$ cat config.mk
export PLATFORM = sky130hd
export DESIGN_NAME = uart_config_sequencer_flat
export DESIGN_NICKNAME = d
export VERILOG_FILES = /design/src/rtl/uart_config_sequencer_if.sv /design/src/rtl/uart_config_sequencer.sv /design/src/flat_wrapper.sv
export SDC_FILE = /design/constraint.sdc
export NUM_CORES = 1
export LEC_CHECK = 0
export CAP_MARGIN = 20
export CORE_MARGIN = 2
export CORE_UTILIZATION = 40
export CTS_CLUSTER_DIAMETER = 100
export DETAILED_ROUTE_END_ITERATION = 10
export SYNTH_ARGS = -nofsm -noshare
export SYNTH_HDL_FRONTEND = slang
export SYNTH_SLANG_ARGS = --single-unit
$ cat constraint.sdc
create_clock -name clk_i -period 3.3 [get_ports clk_i]
set_input_delay 0.66 -clock clk_i [delete_from_list [all_inputs] [get_ports clk_i]]
set_output_delay 0.66 -clock clk_i [all_outputs]
set_load 0.01 [all_outputs]
$ cat src/rtl/uart_config_sequencer_if.sv
// ---------------------------------------------------------------------------
// uart_config_sequencer_if
//   Byte-stream handshake between the UART FIFOs and the configuration
//   sequencer.
//   rx_data_i / rx_valid_i : received byte plus its one-cycle strobe
//                            (RX FIFO -> sequencer)
//   tx_data_o / tx_valid_o : response byte, held until accepted
//                            (sequencer -> TX FIFO)
//   tx_ready_i             : TX FIFO accepts the byte when high with tx_valid_o
//   Modports: slave = the sequencer, master = the FIFO side / bench.
// ---------------------------------------------------------------------------
interface uart_config_sequencer_if;
  logic [7:0] rx_data_i;
  logic       rx_valid_i;
  logic [7:0] tx_data_o;
  logic       tx_valid_o;
  logic       tx_ready_i;

  modport slave (
    input  rx_data_i,
    input  rx_valid_i,
    input  tx_ready_i,
    output tx_data_o,
    output tx_valid_o
  );

  modport master (
    output rx_data_i,
    output rx_valid_i,
    output tx_ready_i,
    input  tx_data_o,
    input  tx_valid_o
  );
endinterface

$ cat src/rtl/uart_config_sequencer.sv
// ---------------------------------------------------------------------------
// uart_config_sequencer
//   Runtime line-configuration controller for the UART. Watches the received
//   byte stream for SYN_NUMBER consecutive SYN characters, then accepts
//   configuration packets ({4'h0, id[1:0], option[1:0]}) and answers each with
//   ACK or NAK. A valid end packet commits the shadow frame format to config_o
//   once its ACK has been handed to the TX path.
//
//   Ports
//     clk_i             system clock
//     rst_n_i           asynchronous active-low reset
//     bus (slave)       rx byte strobe in, tx response byte out (handshaked)
//     config_o          active format {data_width, parity_mode, stop_bits}
//     config_active_o   configuration session open
//     int_config_req_o  one-cycle pulse, session opened
//     int_config_fail_o one-cycle pulse, session aborted (NAK or timeout)
//     int_config_done_o one-cycle pulse, new format committed
// ---------------------------------------------------------------------------
module uart_config_sequencer #(
  parameter logic [7:0] SYN_CHAR       = 8'h16,
  parameter logic [7:0] ACK_CHAR       = 8'h06,
  parameter logic [7:0] NAK_CHAR       = 8'h15,
  parameter int         SYN_NUMBER     = 3,
  parameter int         TIMEOUT_CYCLES = 1_000_000
) (
  input  logic                          clk_i,
  input  logic                          rst_n_i,
  uart_config_sequencer_if.slave        bus,
  output logic [5:0]                    config_o,
  output logic                          config_active_o,
  output logic                          int_config_req_o,
  output logic                          int_config_fail_o,
  output logic                          int_config_done_o
);

  localparam int SYN_W = $clog2(SYN_NUMBER + 1);
  localparam int TO_W  = $clog2(TIMEOUT_CYCLES);

  localparam logic [SYN_W-1:0] SYN_LAST = SYN_W'(SYN_NUMBER - 1);
  // The session is aborted on the idle cycle that brings the count to
  // TIMEOUT_CYCLES-1, so the decision is taken while it still reads one less.
  localparam logic [TO_W-1:0]  TO_LAST  = TO_W'(TIMEOUT_CYCLES - 2);

  // 8 data bits, even parity, 1 stop bit
  localparam logic [5:0] CFG_DEFAULT = 6'b11_00_00;

  typedef enum logic [1:0] {
    IDLE     = 2'b00,
    CFG_WAIT = 2'b01,
    RESPOND  = 2'b10
  } state_t;

  // -------------------------------------------------------------------------
  // Packet helpers
  // -------------------------------------------------------------------------

  // A packet is valid when the upper nibble is clear and the option is legal
  // for its ID. Parity options 10/11 are both "disabled" and therefore legal.
  function automatic logic pkt_is_valid(input logic [7:0] pkt);
    logic ok;
    ok = 1'b0;
    if (pkt[7:4] != 4'h0) begin
      ok = 1'b0;
    end else begin
      case (pkt[3:2])
        2'b00:   ok = (pkt[1:0] == 2'b00);
        2'b01:   ok = 1'b1;
        2'b10:   ok = 1'b1;
        2'b11:   ok = (pkt[1] == 1'b0);
        default: ok = 1'b0;
      endcase
    end
    return ok;
  endfunction

  // Replace the field selected by the packet ID with the packet option.
  function automatic logic [5:0] shadow_write(input logic [5:0] cur,
                                              input logic [3:0] pkt);
    logic [5:0] nxt;
    nxt = cur;
    case (pkt[3:2])
      2'b01:   nxt = {pkt[1:0], cur[3:0]};
      2'b10:   nxt = {cur[5:4], pkt[1:0], cur[1:0]};
      2'b11:   nxt = {cur[5:2], pkt[1:0]};
      default: nxt = cur;
    endcase
    return nxt;
  endfunction

  // -------------------------------------------------------------------------
  // State
  // -------------------------------------------------------------------------
  state_t           state_r;
  logic [SYN_W-1:0] syn_cnt_r;
  logic [TO_W-1:0]  to_cnt_r;
  logic [5:0]       config_r;
  logic [5:0]       shadow_r;
  logic             commit_pending_r;
  logic             fail_pending_r;
  logic [7:0]       tx_data_r;
  logic             tx_valid_r;
  logic             active_r;
  logic             req_r;
  logic             fail_r;
  logic             done_r;

  // -------------------------------------------------------------------------
  // Decode
  // -------------------------------------------------------------------------
  logic       syn_hit_s;
  logic       syn_done_s;
  logic       pkt_ok_s;
  logic       pkt_end_s;
  logic       handshake_s;
  logic       timeout_s;
  logic [5:0] shadow_next_s;

  // Classify the incoming byte and the current handshake / timeout status.
  always_comb begin
    syn_hit_s     = 1'b0;
    syn_done_s    = 1'b0;
    pkt_ok_s      = 1'b0;
    pkt_end_s     = 1'b0;
    shadow_next_s = shadow_r;
    handshake_s   = tx_valid_r & bus.tx_ready_i;
    timeout_s     = (to_cnt_r == TO_LAST);

    if (bus.rx_valid_i && (bus.rx_data_i == SYN_CHAR)) begin
      syn_hit_s  = 1'b1;
      syn_done_s = (syn_cnt_r == SYN_LAST);
    end else begin
      syn_hit_s  = 1'b0;
      syn_done_s = 1'b0;
    end

    if (pkt_is_valid(bus.rx_data_i)) begin
      pkt_ok_s      = 1'b1;
      pkt_end_s     = (bus.rx_data_i[3:2] == 2'b00);
      shadow_next_s = shadow_write(shadow_r, bus.rx_data_i[3:0]);
    end else begin
      pkt_ok_s      = 1'b0;
      pkt_end_s     = 1'b0;
      shadow_next_s = shadow_r;
    end
  end

  // -------------------------------------------------------------------------
  // Sequencer FSM with registered outputs
  // -------------------------------------------------------------------------

  // Session control, response generation, shadow/commit and interrupt pulses.
  always_ff @(posedge clk_i or negedge rst_n_i) begin
    if (!rst_n_i) begin
      state_r          <= IDLE;
      syn_cnt_r        <= '0;
      to_cnt_r         <= '0;
      config_r         <= CFG_DEFAULT;
      shadow_r         <= CFG_DEFAULT;
      commit_pending_r <= 1'b0;
      fail_pending_r   <= 1'b0;
      tx_data_r        <= 8'h00;
      tx_valid_r       <= 1'b0;
      active_r         <= 1'b0;
      req_r            <= 1'b0;
      fail_r           <= 1'b0;
      done_r           <= 1'b0;
    end else begin
      // Interrupts are single-cycle unless re-armed below.
      req_r  <= 1'b0;
      fail_r <= 1'b0;
      done_r <= 1'b0;

      case (state_r)
        IDLE: begin
          if (bus.rx_valid_i) begin
            if (syn_done_s) begin
              state_r   <= CFG_WAIT;
              syn_cnt_r <= '0;
              to_cnt_r  <= '0;
              shadow_r  <= config_r;
              req_r     <= 1'b1;
              active_r  <= 1'b1;
            end else if (syn_hit_s) begin
              syn_cnt_r <= syn_cnt_r + 1'b1;
            end else begin
              syn_cnt_r <= '0;
            end
          end
        end

        CFG_WAIT: begin
          if (bus.rx_valid_i) begin
            to_cnt_r   <= '0;
            tx_valid_r <= 1'b1;
            state_r    <= RESPOND;
            if (pkt_ok_s) begin
              tx_data_r <= ACK_CHAR;
              if (pkt_end_s) begin
                commit_pending_r <= 1'b1;
              end else begin
                shadow_r <= shadow_next_s;
              end
            end else begin
              tx_data_r      <= NAK_CHAR;
              fail_pending_r <= 1'b1;
            end
          end else if (timeout_s) begin
            // Silent abort: no response byte, active format untouched.
            to_cnt_r <= '0;
            fail_r   <= 1'b1;
            active_r <= 1'b0;
            shadow_r <= config_r;
            state_r  <= IDLE;
          end else begin
            to_cnt_r <= to_cnt_r + 1'b1;
          end
        end

        RESPOND: begin
          // rx strobes are ignored here and the timeout counter holds.
          if (handshake_s) begin
            tx_valid_r       <= 1'b0;
            commit_pending_r <= 1'b0;
            fail_pending_r   <= 1'b0;
            if (commit_pending_r) begin
              // The end-packet ACK went out under the old format; switch now.
              config_r <= shadow_r;
              done_r   <= 1'b1;
              active_r <= 1'b0;
              state_r  <= IDLE;
            end else if (fail_pending_r) begin
              fail_r   <= 1'b1;
              shadow_r <= config_r;
              active_r <= 1'b0;
              state_r  <= IDLE;
            end else begin
              to_cnt_r <= '0;
              state_r  <= CFG_WAIT;
            end
          end
        end

        default: begin
          state_r          <= IDLE;
          syn_cnt_r        <= '0;
          to_cnt_r         <= '0;
          commit_pending_r <= 1'b0;
          fail_pending_r   <= 1'b0;
          tx_valid_r       <= 1'b0;
          active_r         <= 1'b0;
          shadow_r         <= config_r;
        end
      endcase
    end
  end

  assign bus.tx_data_o     = tx_data_r;
  assign bus.tx_valid_o    = tx_valid_r;
  assign config_o          = config_r;
  assign config_active_o   = active_r;
  assign int_config_req_o  = req_r;
  assign int_config_fail_o = fail_r;
  assign int_config_done_o = done_r;

endmodule

$ cat src/flat_wrapper.sv
// flat-port wrapper written by rule: the top's interface ports become plain ports
module uart_config_sequencer_flat 
#(
  parameter logic [7:0] SYN_CHAR       = 8'h16,
  parameter logic [7:0] ACK_CHAR       = 8'h06,
  parameter logic [7:0] NAK_CHAR       = 8'h15,
  parameter int         SYN_NUMBER     = 3,
  parameter int         TIMEOUT_CYCLES = 1_000_000
)
  (clk_i, rst_n_i, config_o, config_active_o, int_config_req_o, int_config_fail_o, int_config_done_o, bus_rx_data_i, bus_rx_valid_i, bus_tx_ready_i, bus_tx_data_o, bus_tx_valid_o);
  uart_config_sequencer_if bus_i ();
  input  logic clk_i;
  input  logic rst_n_i;
  output logic [5:0] config_o;
  output logic config_active_o;
  output logic int_config_req_o;
  output logic int_config_fail_o;
  output logic int_config_done_o;
  input wire logic [$bits(bus_i.rx_data_i)-1:0] bus_rx_data_i;
  input wire logic [$bits(bus_i.rx_valid_i)-1:0] bus_rx_valid_i;
  input wire logic [$bits(bus_i.tx_ready_i)-1:0] bus_tx_ready_i;
  output wire logic [$bits(bus_i.tx_data_o)-1:0] bus_tx_data_o;
  output wire logic [$bits(bus_i.tx_valid_o)-1:0] bus_tx_valid_o;
  assign bus_i.rx_data_i = bus_rx_data_i;
  assign bus_i.rx_valid_i = bus_rx_valid_i;
  assign bus_i.tx_ready_i = bus_tx_ready_i;
  assign bus_tx_data_o = bus_i.tx_data_o;
  assign bus_tx_valid_o = bus_i.tx_valid_o;
  uart_config_sequencer #(.SYN_CHAR(SYN_CHAR), .ACK_CHAR(ACK_CHAR), .NAK_CHAR(NAK_CHAR), .SYN_NUMBER(SYN_NUMBER), .TIMEOUT_CYCLES(TIMEOUT_CYCLES)) u_core (.clk_i(clk_i), .rst_n_i(rst_n_i), .bus(bus_i), .config_o(config_o), .config_active_o(config_active_o), .int_config_req_o(int_config_req_o), .int_config_fail_o(int_config_fail_o), .int_config_done_o(int_config_done_o));
endmodule
======== Word level (Yosys, flattened, before mapping) ========
Index checks and enable logic that the tools add are counted.
storage, ports and cells
  register bits ........................... 51
  output and inout port bits .............. 19
  logic and storage cells ................. 140
cells by class
  $add $sub $neg .......................... 2
  equal/unequal tests ..................... 31
  multiplexer cells ....................... 69
  bitwise operators ....................... 4
  reduce and logical (&&, ||, !) cells .... 19
operator list
  kind                                                                     count
  20-bit 2-to-1 mux                                                        7
  6-bit 2-to-1 mux                                                         10
  20-bit case mux with 3 select lines                                      1
  6-bit case mux with 3 select lines                                       2
  12-bit AND reduction                                                     3
  1-bit 2-to-1 mux                                                         31
  3-bit inequality test, second input constant                             7
  20-bit by 1-bit adder with 20-bit output, second input constant          1
  20-bit == test, second input constant                                    1
  2-bit 2-to-1 mux                                                         9
  1-bit case mux with 3 select lines                                       5
  2-bit by 1-bit inequality test with 1-bit output, second input constant  6
  2-bit inequality test, second input constant                             6
  5-bit AND reduction                                                      2
  3-bit by 2-bit inequality test with 1-bit output, second input constant  3
  2-bit == test, second input constant                                     4
  8-bit by 5-bit == test with 1-bit output, second input constant          1
  4-bit AND reduction                                                      2
  2-bit zero test                                                          3
  2-bit case mux with 3 select lines                                       1
  3-bit AND reduction                                                      2
  6-bit AND reduction                                                      1
  5-bit 2-to-1 mux                                                         1
  2-bit by 1-bit == test with 1-bit output, second input constant          2
  other kinds (10)                                                         14

======== Depth between registers and ports, before layout ========
Gate-level depths: netlist (run 1).
  depth in word-level cells ............... 9
  gate-level depth with buffers ........... 10

======== Least setup slack after synthesis (run 1) ========
Ideal clock, no wire load.
  path kind ............................... input to register
  start point ............................. input port bus_rx_data_i[2]
  end point ............................... register u_core.shadow_r[0]
  arrival ................................. 2.069 ns
  slack ................................... 1.107 ns
  stages .................................. 6
  path buffers ............................ 0
  cell sequence ........................... inv_1 > ha_1 > or3b_2 > a21oi_1 > and4_1 > mux2_2
between the ends
  longest elaborated chain between the ends .. 7
ends and longest elaborated chain
  what                                                                                                        line                                                      source
  from (decl)                                                                                                 flat_wrapper.sv:19                                        input wire logic [$bits(bus_i.rx_data_i)-1:0] bus_rx_data_i;
  2-bit by 1-bit == test with 1-bit output / 2-bit == test (equally long branches)                            uart_config_sequencer.sv:65, uart_config_sequencer.sv:81
  2-bit OR reduction (no line)                                                                                n/a
  1-bit case mux with 3 select lines                                                                          uart_config_sequencer.sv:65                               case (pkt[3:2])
  1-bit 2-to-1 mux                                                                                            uart_config_sequencer.sv:62                               if (pkt[7:4] != 4'h0) begin
  1-bit 2-to-1 mux                                                                                            uart_config_sequencer.sv:136                              if (pkt_is_valid(bus.rx_data_i)) begin
  3-bit by 2-bit inequality test with 1-bit output (no line) / 3-bit inequality test (equally long branches)  n/a
  12-bit AND reduction (no line) *                                                                            n/a
  to (signal assigned)                                                                                        uart_config_sequencer.sv:180                              shadow_r <= config_r;
  to (signal assigned)                                                                                        uart_config_sequencer.sv:201                              shadow_r <= shadow_next_s;
  to (signal assigned)                                                                                        uart_config_sequencer.sv:212                              shadow_r <= config_r;
  to (decl)                                                                                                   uart_config_sequencer.sv:97                               logic [5:0] shadow_r;
Every way passes the cells marked *; elsewhere a longest branch is shown, timed or not.
A chain may end at the register's enable or synchronous reset.

======== Final worst setup path (run 1) ========
  start point ............................. input port bus_rx_data_i[3]
  end point ............................... register u_core.to_cnt_r[2]
between the ends
  longest elaborated chain between the ends .. 5
ends and longest elaborated chain
  what                                                        line                          source
  8-bit by 5-bit == test with 1-bit output                    uart_config_sequencer.sv:128  if (bus.rx_valid_i && (bus.rx_data_i == SYN_CHAR)) begin
  1-bit logical AND                                           uart_config_sequencer.sv:128
  1-bit 2-to-1 mux                                            uart_config_sequencer.sv:128
  2-bit by 1-bit inequality test with 1-bit output (no line)  n/a
  5-bit AND reduction (no line)                               n/a
  to (signal assigned)                                        uart_config_sequencer.sv:215  to_cnt_r <= to_cnt_r + 1'b1;
  to (decl)                                                   uart_config_sequencer.sv:95   logic [TO_W-1:0] to_cnt_r;
Every way passes these cells.

==> results.md, run 1 <==
* Setup bufs post-CTS at 0
* CTS Buf Count at 5
* Routed wire length at slightly above 6000 um
* Global-route wire length before repair at 9990 um
* Total power at between 0.0009 and 0.001 W
* Fin crit period at 2680 ps
* Internal at between 0.0007 and 0.0008 W
* Number of diodes at 0
* Worst-margin pin slew at 802 ps
* Placer congestion estimate at 0.767
* CP Class: in2reg
* CP Cell Sequence: clkdlybuf4s50_1 -> inv_1 -> ha_1 -> nor2b_1 -> a41o_1 -> nand2_1 -> nor2_1 -> a22o_1
* Asr flop ratio synth at 100%
* CP max stage delay at around 630 ps
* Slowest CP cell: nor2_1
* Clk_skew at between 8 and 9 ps
* Post-detailed-route wirelength per cell at 14.9 um
* DR WL met3 at ~250 um
* WP buf/inv at 2
* PortBufs at 26
* Crit Path Max Fanout at 11
* Vias in the first global route at 1,998
* Clk pwr share at 37.7%
* CTS clk-pin slew, worst paths at about 100 ps
* Fill cells at around 630
* Slew margin rel. at a little under half
* Synth cell types at 53
* Worst VDD drop at about 250 uV
* Max-cap viol count at 0
* Hold Violations, Final at 0
* Resized cells post-CTS at 0
* H-tree depth at 2
* Part of the power in registers at between 50% and 60%
* Final setup TNS at 0 ps
* CP Launch Type: primary input
* Mean post-synth cell area at ~9 um2
* Wl on met1 at just under 3000 um
* Post-synthesis register bit count at 46
* Total number of vias at between 2,000 and 2,500
* Fin nets at roughly 350
* Gr usage total at approximately 17%
* DIE AREA at 7380 um2
* Routed vias/inst at between 5 and 6
* Initial antenna violation count at 0
* Count of final setup violators at 0
* Violation count after the first detailed-route iteration at between 80 and 90
* Num rows at 29
* CTS Hold Bufs at 0
* Initial core utilization at a little over two fifths
* Crit end category: register
* CP top delay family: simple AND/OR/NAND/NOR gates
* Pins Over Slew Limit at 0
* Status: complete, no violations
* Longest Clk Path Bufs at 2
* Number of flops mapped to enable cells by yosys at 0
* Post-route DRC at 0
* CTS Sinks at between 40 and 50
* Synth-to-layout area growth at 16.4%
* Detailed Place HPWL at 4290 um
* RSZ-0062 raised after global routing: false
* Die Wd at approximately 86 um
* Final Cycle Share at about four fifths
* IO Pins at 31
* Clk_lat worst skew at 310 ps
* Worst hold path class: in2async
* Ys Warns at 0
* Post-synthesis sequential area ratio at around 43%
* Chip Height at 85.9 um
* Largest net degree at the start of global routing at 47
* Post-route ant nets at 0
* Share of layout cells above drive strength 1 at about a tenth
* Crit path DAT at about 3000 ps
* Core Box Area at ~6400 um2
* Switch share at between 20 and 25%
* Synth Instances at 298
* Max Fclk at 0.374 GHz
* Gr ovfl total at 0
* Syn Std Cell Area at about 2700 um2
* Gate power share at under 10%
* Psw at around 0.00025 W
* CTS tree: done
* Most used DFF post-synth: dfrtp_1
* Root Buffer Master: clkbuf_8
* Highest Signal Layer: met4
* 1st-pass router iterations at 4
* Metal2 WL at ~2700 um
* CP required at between 3000 and 4000 ps
* Leakage at between 1 and 1.5 nW
* Pwr dens at between 300 and 400 nW/um2
## registers in the layout, indices dropped and copies added (netlist names), 2 cells and up
name                  cells
u_core.shadow_r           6
u_core.state_r            2
u_core.syn_cnt_r          2
u_core.config_o           6
u_core.bus.tx_data_o      3
u_core.to_cnt_r          20
## metrics by stage
stage	hold WS, ps	setup WS, ps	area [um2]	util [%]	std cells
floorplan	364	1110	2700	-	301
global placement	440	322	3010	46.9	396
detailed placement	442	308	3010	46.9	396
CTS	458	611	3100	48.3	404
global route	159	381	3120	48.6	405
finish	169	625	3120	48.6	405
## worst reg2reg max path: stages, from the launching register on
cell and delay [ps]:
dfrtp_1 430, or4_4 560, nor4_4 380, a21o_2 340
and4_1 320, mux2_2 350
## cells by family after synthesis
logic type,synth area share (%)
buffers and inverters,5.87
and+or+nand+nor,24.3
adders and majority gates,5.59
muxes,3.45
AOI/OAI and AO/OA,17.6
DFF,43.1
other,0.140
## area by class of cell
cell class	instances	area, um2	share of cell area (%)
Clock buffer	5	68.8	2.20
Clock inverter	3	25.0	0.801
Inverter	20	75.1	2.40
Multi-Input combinational cell	221	1380	44.2
Sequential cell	46	1160	37.0
Tap cell	77	96.3	3.08
Timing Repair Buffer	33	320	10.3
## per-layer routing
metal,up-vias,GRT usage [%]
met5,-,0
li1,1111,-
met2,53,26.8
met1,1032,23.8
met3,7,4.14
met4,0,5.05
## worst paths after layout
| path | startpoint | to | slack, ps | depth (start not counted) |
|---|---|---|---|---|
| worst min-delay path | rst_n_i | u_core.commit_pending_r | 170 | 1 |
| worst min register to register | u_core.shadow_r[5] | u_core.config_o[5] | 470 | 2 |
| max in group asynchronous | rst_n_i | u_core.shadow_r[5] | 2610 | 2 |
| worst max-delay path | bus_rx_data_i[3] | u_core.to_cnt_r[2] | 620 | 8 |
| min in group clk_i | u_core.shadow_r[5] | u_core.config_o[5] | 470 | 2 |
| worst max register to register | u_core.to_cnt_r[12] | u_core.shadow_r[3] | 820 | 5 |
## cells in the mapped netlist (3+ instances only)
| master | count | area [um2] |
|---|---|---|
| clkbuf_1 | 4 | 15.0 |
| and3_1 | 4 | 25.0 |
| buf_2 | 3 | 15.0 |
| dfstp_2 | 4 | 105 |
| nand2b_1 | 3 | 18.8 |
| nor2_1 | 28 | 105 |
| a21oi_1 | 8 | 40.0 |
| o22ai_1 | 3 | 18.8 |
| a22o_1 | 11 | 96.3 |
| mux2_2 | 4 | 45.0 |
| a21o_1 | 9 | 67.6 |
| nor3_1 | 5 | 25.0 |
| buf_4 | 5 | 37.5 |
| and4_1 | 4 | 35.0 |
| or4_1 | 3 | 22.5 |
| o21ai_0 | 16 | 80.1 |
| nand3_1 | 16 | 80.1 |
| inv_1 | 20 | 75.1 |
| nand4_1 | 6 | 37.5 |
| dfrtp_1 | 42 | 1050 |
| nand2_1 | 48 | 180 |
| ha_1 | 12 | 150 |
## cell usage in the layout, fill, tap and decap left out, types with 5 or more instances in the layout
| cell | count |
|---|---|
| o21ai_0 | 16 |
| ha_1 | 12 |
| nor3_1 | 5 |
| nand3_1 | 16 |
| nand2_1 | 48 |
| a21o_1 | 9 |
| nor2_1 | 28 |
| dfrtp_1 | 42 |
| a22o_1 | 11 |
| clkdlybuf4s50_1 | 25 |
| clkbuf_8 | 5 |
| inv_1 | 20 |
| nand4_1 | 6 |
| buf_4 | 6 |
| a21oi_1 | 8 |
## power groups by stage
stage / registers [W] / clock network, W / logic, W
after global routing: 0.000564 / 0.000416 / 0.0000554
final: 0.000563 / 0.000371 / 0.0000487
after detailed placement: 0.000574 / 0 / 0.0000462
after floorplan: 0.000575 / 0 / 0.0000181
after CTS: 0.000564 / 0.000391 / 0.0000467
after global placement: 0.000574 / 0 / 0.0000461
Power figures use the tool's default switching activity.
==> run 2, diff against run 1 <==
clock period = 2.25 ns   (was 3.3 ns; I/O delays follow)
==> run 2 against run 1 <==
  * Worst setup slack worse by 520 ps
  * Final cell count rose by 9.6%
  * Cell area is 11% higher
  * Global-route usage up 0.93 points
  * Wire length rose by 4.5%
  * Clock skew rose by 0.72 ps
  * Count of clock-buffer cells in the layout is 1 higher
  * Sequential power increased by 47%
  * Critical path depth decreased by 3
  * Critical path type is now reg2reg
==> results.md, run 2 (same netlist as run 1, synthesis figures left out) <==
* Violation count after the first detailed-route iteration at 88 (was 89)
* Slew margin rel. at 61.3% (was 46.4%)
* Final setup TNS at 0 ps (unchanged)
* Root Buffer Master: clkbuf_8 (unchanged)
* Gr usage total at 18.1% (was 17.2%)
* Fin nets at 390 (was 351)
* Worst VDD drop at 291 uV (was 245 uV)
* Gr ovfl total at 0 (unchanged)
* Pins Over Slew Limit at 0 (unchanged)
* Share of layout cells above drive strength 1 at 21.0% (was 10.1%)
* CP Class: reg2reg (was in2reg)
* CP required at 2440 ps (was 3540 ps)
* CTS Sinks at 46 (unchanged)
* Largest net degree at the start of global routing at 47 (unchanged)
* Internal at 0.00134 W (was 0.000737 W)
* Post-detailed-route wirelength per cell at 14.3 um (was 14.9 um)
* Psw at 0.000328 W (was 0.000246 W)
* Total number of vias at 2,363 (was 2,203)
* Placer congestion estimate at 0.926 (was 0.767)
* Worst hold path class: in2async (unchanged)
* Clk_skew at 9.71 ps (was 8.99 ps)
* Longest Clk Path Bufs at 2 (unchanged)
* Max-cap viol count at 0 (unchanged)
* Switch share at 19.7% (was 25.0%)
* DIE AREA at 7380 um2 (unchanged)
* CTS clk-pin slew, worst paths at 90 ps (was 100 ps)
* Worst r2r path cells at 5 (unchanged)
* Total power at 0.00166 W (was 0.000983 W)
* Pwr dens at 479 nW/um2 (was 315 nW/um2)
* Clk_lat worst skew at 300 ps (was 310 ps)
* Crit path DAT at 2340 ps (was 2920 ps)
* Num rows at 29 (unchanged)
* Vias in the first global route at 2,294 (was 1,998)
* Crit Path Max Fanout at 9 (was 11)
* 1st-pass router iterations at 4 (unchanged)
* Initial core utilization at 41.8% (unchanged)
* Final Cycle Share at a little over nine tenths
* Fin crit period at ~2100 ps
* Count of final setup violators at 0 (unchanged)
* Max reg flops at 20 (unchanged)
* Part of the power in registers at 49.7% (was 57.3%)
* Status: complete, no violations (unchanged)
* Die Wd at 85.9 um (unchanged)
* Worst-margin pin slew at 581 ps (was 802 ps)
* Cell area after layout at 3480 um2 (was 3120 um2)
* Chip Height at 85.9 um (unchanged)
* Routed wire length at 6330 um (was 6050 um)
* Detailed Place HPWL at 4750 um (was 4290 um)
* Commonest cells after routing, fill and taps aside: nand2_1 (46), buf_4 (46), dfrtp_1 (42), nor2_1 (28), clkdlybuf4s50_1 (23) (was nand2_1 (48), dfrtp_1 (42), nor2_1 (28), clkdlybuf4s50_1 (25), inv_1 (20))
* Global-route wire length before repair at 10,800 um (was 9990 um)
* Gate power share at 4.8% (was 5.0%)
* H-tree depth at 2 (unchanged)
* Initial antenna violation count at 0 (unchanged)
* Routed vias/inst at 5.32 (was 5.44)
* CTS tree: done (unchanged)
* Core Box Area at 6420 um2 (unchanged)
* PortBufs at 26 (unchanged)
* Post-Place Cell Area at 3300 um2 (was 3010 um2)
* Max Fclk at approximately 0.47 GHz
* Post-route ant nets at 0 (unchanged)
* Hold Violations, Final at 0 (unchanged)
* Synth-to-layout area growth at 29.5% (was 16.4%)
* WHS at 222 ps (was 169 ps)
* Clk pwr share at 45.6% (was 37.7%)
* CP Launch Type: register (was primary input)
* Post-route DRC at 0 (unchanged)
* CTS Buf Count at 5 (unchanged)
* Crit end category: register (unchanged)
* IO Pins at 31 (unchanged)
* Number of diodes at 0 (unchanged)
* RSZ-0062 raised after global routing: false (unchanged)
* Largest register by flop count: u_core.to_cnt_r (unchanged)
* Leakage at 1.65 nW (was 1.42 nW)
-- run 2: changes by cell type in the layout (fill, tap and decap cells not counted), sizes merged --
cell           delta
buf              +39
bufinv            +2
clkbuf            +1
clkdlybuf4s50     -2
clkinv            -1
clkinvlp          -1
dlygate4sd2       +1
dlymetal6s2s      +1
inv               -1
-- run 2: path summary, 6_finish.rpt --
check                                         from                      end  slack [ps]
worst min-delay path                       rst_n_i      u_core.syn_cnt_r[0]         220
max in group asynchronous                  rst_n_i  u_core.bus.tx_data_o[1]        1620
worst max register to register  u_core.to_cnt_r[8]       u_core.shadow_r[2]         100
min in group clk_i              u_core.shadow_r[4]       u_core.config_o[4]         460
worst min register to register  u_core.shadow_r[4]       u_core.config_o[4]         460
worst max-delay path            u_core.to_cnt_r[8]       u_core.shadow_r[2]         100
-- run 2: layer usage --
metal | global-route usage [%] | wire, um
met4 | 4.76 | 91
met5 | 0 | 0
met1 | 25.1 | 2990
met2 | 29.2 | 2990
met3 | 3.37 | 258
-- run 2: critical path, cell delays in order, from the launching register on --
cell and delay, ps:
dfrtp_1 380, or4bb_1 560, nor4_4 290, a21o_4 220, and4_4 240, mux2_2 330
-- run 2: cell type report --
type / count / area (um2)
Tap cell: 77 / 96.3
Multi-Input combinational cell: 221 / 1400
Fill cell: 590 / 2950
Timing Repair Buffer: 72 / 602
Inverter: 20 / 75.1
Sequential cell: 46 / 1160
Clock inverter: 2 / 60.1
Clock buffer: 6 / 82.6
-- run 2: what timing repair did --
item / in CTS / in global routing
hold buffers: 0 / 0
pin swaps: 2 / 2
resized for setup: 3 / 5
setup buffers: 0 / 1
setup endpoints to repair: 4 / 18
-- run 2: power by group through the flow --
stage	combinational (W)	clock, W	sequential (W)
3_3_place_gp	0.0000798	0	0.000842
6_report	0.0000793	0.000759	0.000826
2_1_floorplan	0.0000265	0	0.000843
5_1_grt	0.0000895	0.000817	0.000827
3_5_place_dp	0.0000803	0	0.000842
4_1_cts	0.0000818	0.000779	0.000826
-- run 2: stage by stage --
step                      worst slack [ps]  utilization [%]  cells
after floorplan                       87.8                -    301
after global placement                -322             51.4    435
after detailed placement              -355             51.4    435
after CTS                             13.2             53.8    443
after global routing                  20.2             54.1    444
final                                  103             54.1    444
==> run 3, diff against run 2 <==
REMOVE_ABC_BUFFERS = 1   (was default)
==> run 3 against run 2 <==
  * First-iteration DRC count rose by 22%
  * Largest cell class unchanged
  * Count of clock-buffer cells in the layout rose by 1
  * Power fell by 15%
  * Combinational power rose by 4.7%
  * Sequential power barely moved
  * Via count rose by 0.21%
  * Worst setup slack improved by 37 ps
  * Global-route usage rose by 0.52 points
  * Die area did not move
  * Non-clock buffer count rose by 1
  * Clock power fell by 34%
==> results.md, run 3 (same netlist as run 1, synthesis figures left out) <==
* CTS Buf Count at 5 (unchanged)
* RSZ-0062 raised after global routing: false (unchanged)
* Worst R2R End: u_core.shadow_r[1] (was u_core.shadow_r[2])
* Chip Height at 85.9 um (unchanged)
* Status: complete, no violations (unchanged)
* Largest net degree at the start of global routing at 47 (unchanged)
* Fin nets at 391 (was 390)
* Routed wire length at 6300 um (was 6330 um)
* Final setup TNS at 0 ps (unchanged)
* Crit end category: register (unchanged)
* Worst VDD drop at 223 uV (was 291 uV)
* Total number of vias at 2,368 (was 2,363)
* Num rows at 29 (unchanged)
* Pins Over Slew Limit at 0 (unchanged)
* CP Cell Sequence: clkdlybuf4s50_1 -> and3_1 -> a2111o_1 -> a21oi_1 -> and4_1 -> mux2_2 (was or4bb_1 -> nor4_4 -> a21o_4 -> and4_4 -> mux2_2)
* Crit path DAT at 2310 ps (was 2340 ps)
* H-tree depth at 2 (unchanged)
* Post-detailed-route wirelength per cell at 14.2 um (was 14.3 um)
* Worst r2r path cells at 7 (was 5)
* Gr usage total at 18.6% (was 18.1%)
* Gr ovfl total at 0 (unchanged)
* Placer congestion estimate at 0.836 (was 0.926)
* CP required at 2450 ps (was 2440 ps)
* Number of diodes at 0 (unchanged)
* CTS Sinks at 46 (unchanged)
* Initial antenna violation count at 0 (unchanged)
* Max-cap viol count at 0 (unchanged)
* Longest Clk Path Bufs at 2 (unchanged)
* CTS clk-pin slew, worst paths at 90 ps (about the same)
* Clk_lat worst skew at 300 ps (about the same)
* Initial core utilization at 41.8% (unchanged)
* Crit Path Max Fanout at 6 (was 9)
* Vias in the first global route at 2,307 (was 2,294)
* Pwr dens at 409 nW/um2 (was 479 nW/um2)
* Hold Violations, Final at 0 (unchanged)
* PortBufs at 26 (unchanged)
* Reg-to-reg slack, setup at 140 ps (was 100 ps)
* Die Wd at 85.9 um (unchanged)
* CTS tree: done (unchanged)
* CP Launch Type: primary input (was register)
* Max reg flops at 20 (unchanged)
* Post-route DRC at 0 (unchanged)
* Fin crit period at 2110 ps (was 2150 ps)
* Post-route ant nets at 0 (unchanged)
* Root Buffer Master: clkbuf_8 (unchanged)
* Count of final setup violators at 0 (unchanged)
* Total power at 0.00141 W (was 0.00166 W)
* CP max stage delay at 530 ps (was 560 ps)
* Commonest cells after routing, fill and taps aside: nand2_1 (47), buf_4 (46), dfrtp_1 (42), nor2_1 (27), clkdlybuf4s50_1 (23) (was nand2_1 (46), buf_4 (46), dfrtp_1 (42), nor2_1 (28), clkdlybuf4s50_1 (23))
* Routed vias/inst at 5.32 (about the same)
* RR Startpoint: u_core.state_r[0] (was u_core.to_cnt_r[8])
* Inst Count DP at 435 (unchanged)
* Max Fclk at 0.474 GHz (was 0.466 GHz)
* Clk_skew at 6.28 ps (was 9.71 ps)
* Core Box Area at 6420 um2 (unchanged)
* IO Pins at 31 (unchanged)
* Dpl ws at -359 ps (was -355 ps)
* Global-route wire length before repair at 11,000 um (was 10,800 um)
* Worst-margin pin slew at 600 ps (was 581 ps)
* CP Class: in2reg (was reg2reg)
* DIE AREA at 7380 um2 (unchanged)
* CTS Hold Bufs at 0 (unchanged)
* Fin util at 53.7% (was 54.1%)
* Share of layout cells above drive strength 1 at 20.7% (was 21.0%)
* Most common cell after layout, fill and taps aside: nand2_1
* Leakage at 1.63 nW (was 1.65 nW)
* Largest register by flop count: u_core.to_cnt_r (unchanged)
* Slowest CP cell: clkdlybuf4s50_1 (was or4bb_1)
* Violation count after the first detailed-route iteration at 107 (was 88)
* Synth-to-layout area growth at 28.4% (was 29.5%)
* Final Cycle Share at 93.8% (was 95.4%)
* Non-Filler Instances at 445 (was 444)
* Worst hold path class: in2async (unchanged)
* Slew margin rel. at 60.0% (was 61.3%)
* Post-route setup slack at 140 ps (was 103 ps)
* Detailed Place HPWL at 4700 um (was 4750 um)
* 1st-pass router iterations at 4 (unchanged)
==> run 3: worst max-delay path: cells and delay by family <==
kind / cells / cell delay (ps)
buf+inv: 1 / 530
mux: 1 / 340
compound gates: 2 / 510
simple gates: 2 / 470
==> run 3: where the power goes <==
group	switching, W	internal, W
combinational	0.0000439	0.0000390
clock	0.000281	0.000220
sequential	0	0.000826
==> run 3: final cells by class <==
type / instances / area (um2)
sequential: 46 / 1160
tap: 77 / 96.3
multi-input combinational: 221 / 1410
timing repair buffer: 73 / 626
clock buffer: 7 / 76.3
clock inverter: 1 / 7.51
inverter: 20 / 75.1
fill: 587 / 2980
==> run 3: worst max path at each step <==
| stage | end | startpoint | slack [ps] | depth (start not counted) |
|---|---|---|---|---|
| after floorplan | u_core.shadow_r[0] | u_core.to_cnt_r[12] | 60 | 5 |
| after global placement | u_core.shadow_r[3] | bus_rx_data_i[3] | -350 | 9 |
| after detailed placement | u_core.shadow_r[3] | bus_rx_data_i[3] | -360 | 9 |
| after CTS | u_core.shadow_r[3] | bus_rx_data_i[2] | 5 | 8 |
| after global routing | u_core.shadow_r[0] | u_core.state_r[1] | 20 | 7 |
| final | u_core.shadow_r[1] | bus_rx_valid_i | 140 | 6 |
==> run 3: timing repair <==
action,in CTS,in global routing
setup endpoints to repair,6,25
resized for setup,2,6
pin swaps,1,3
setup buffers,0,2
==> run 3: metrics by stage <==
step,hold slack [ps],cell area (um2)
finish,212,3450
global route,263,3450
CTS,250,3410
detailed placement,442,3310
global placement,438,3310
floorplan,154,2610
==> run 3: layer usage <==
layer  vias up  part of all wire, %  GRT usage, %  wire length, um
met1      1134                   46          24.8             2920
met4         0                  1.7          6.49              105
met3         9                  4.3          3.56              272
li1       1186                    -             -                -
met2        39                   48          30.4             3000
met5         -                    0             0                0
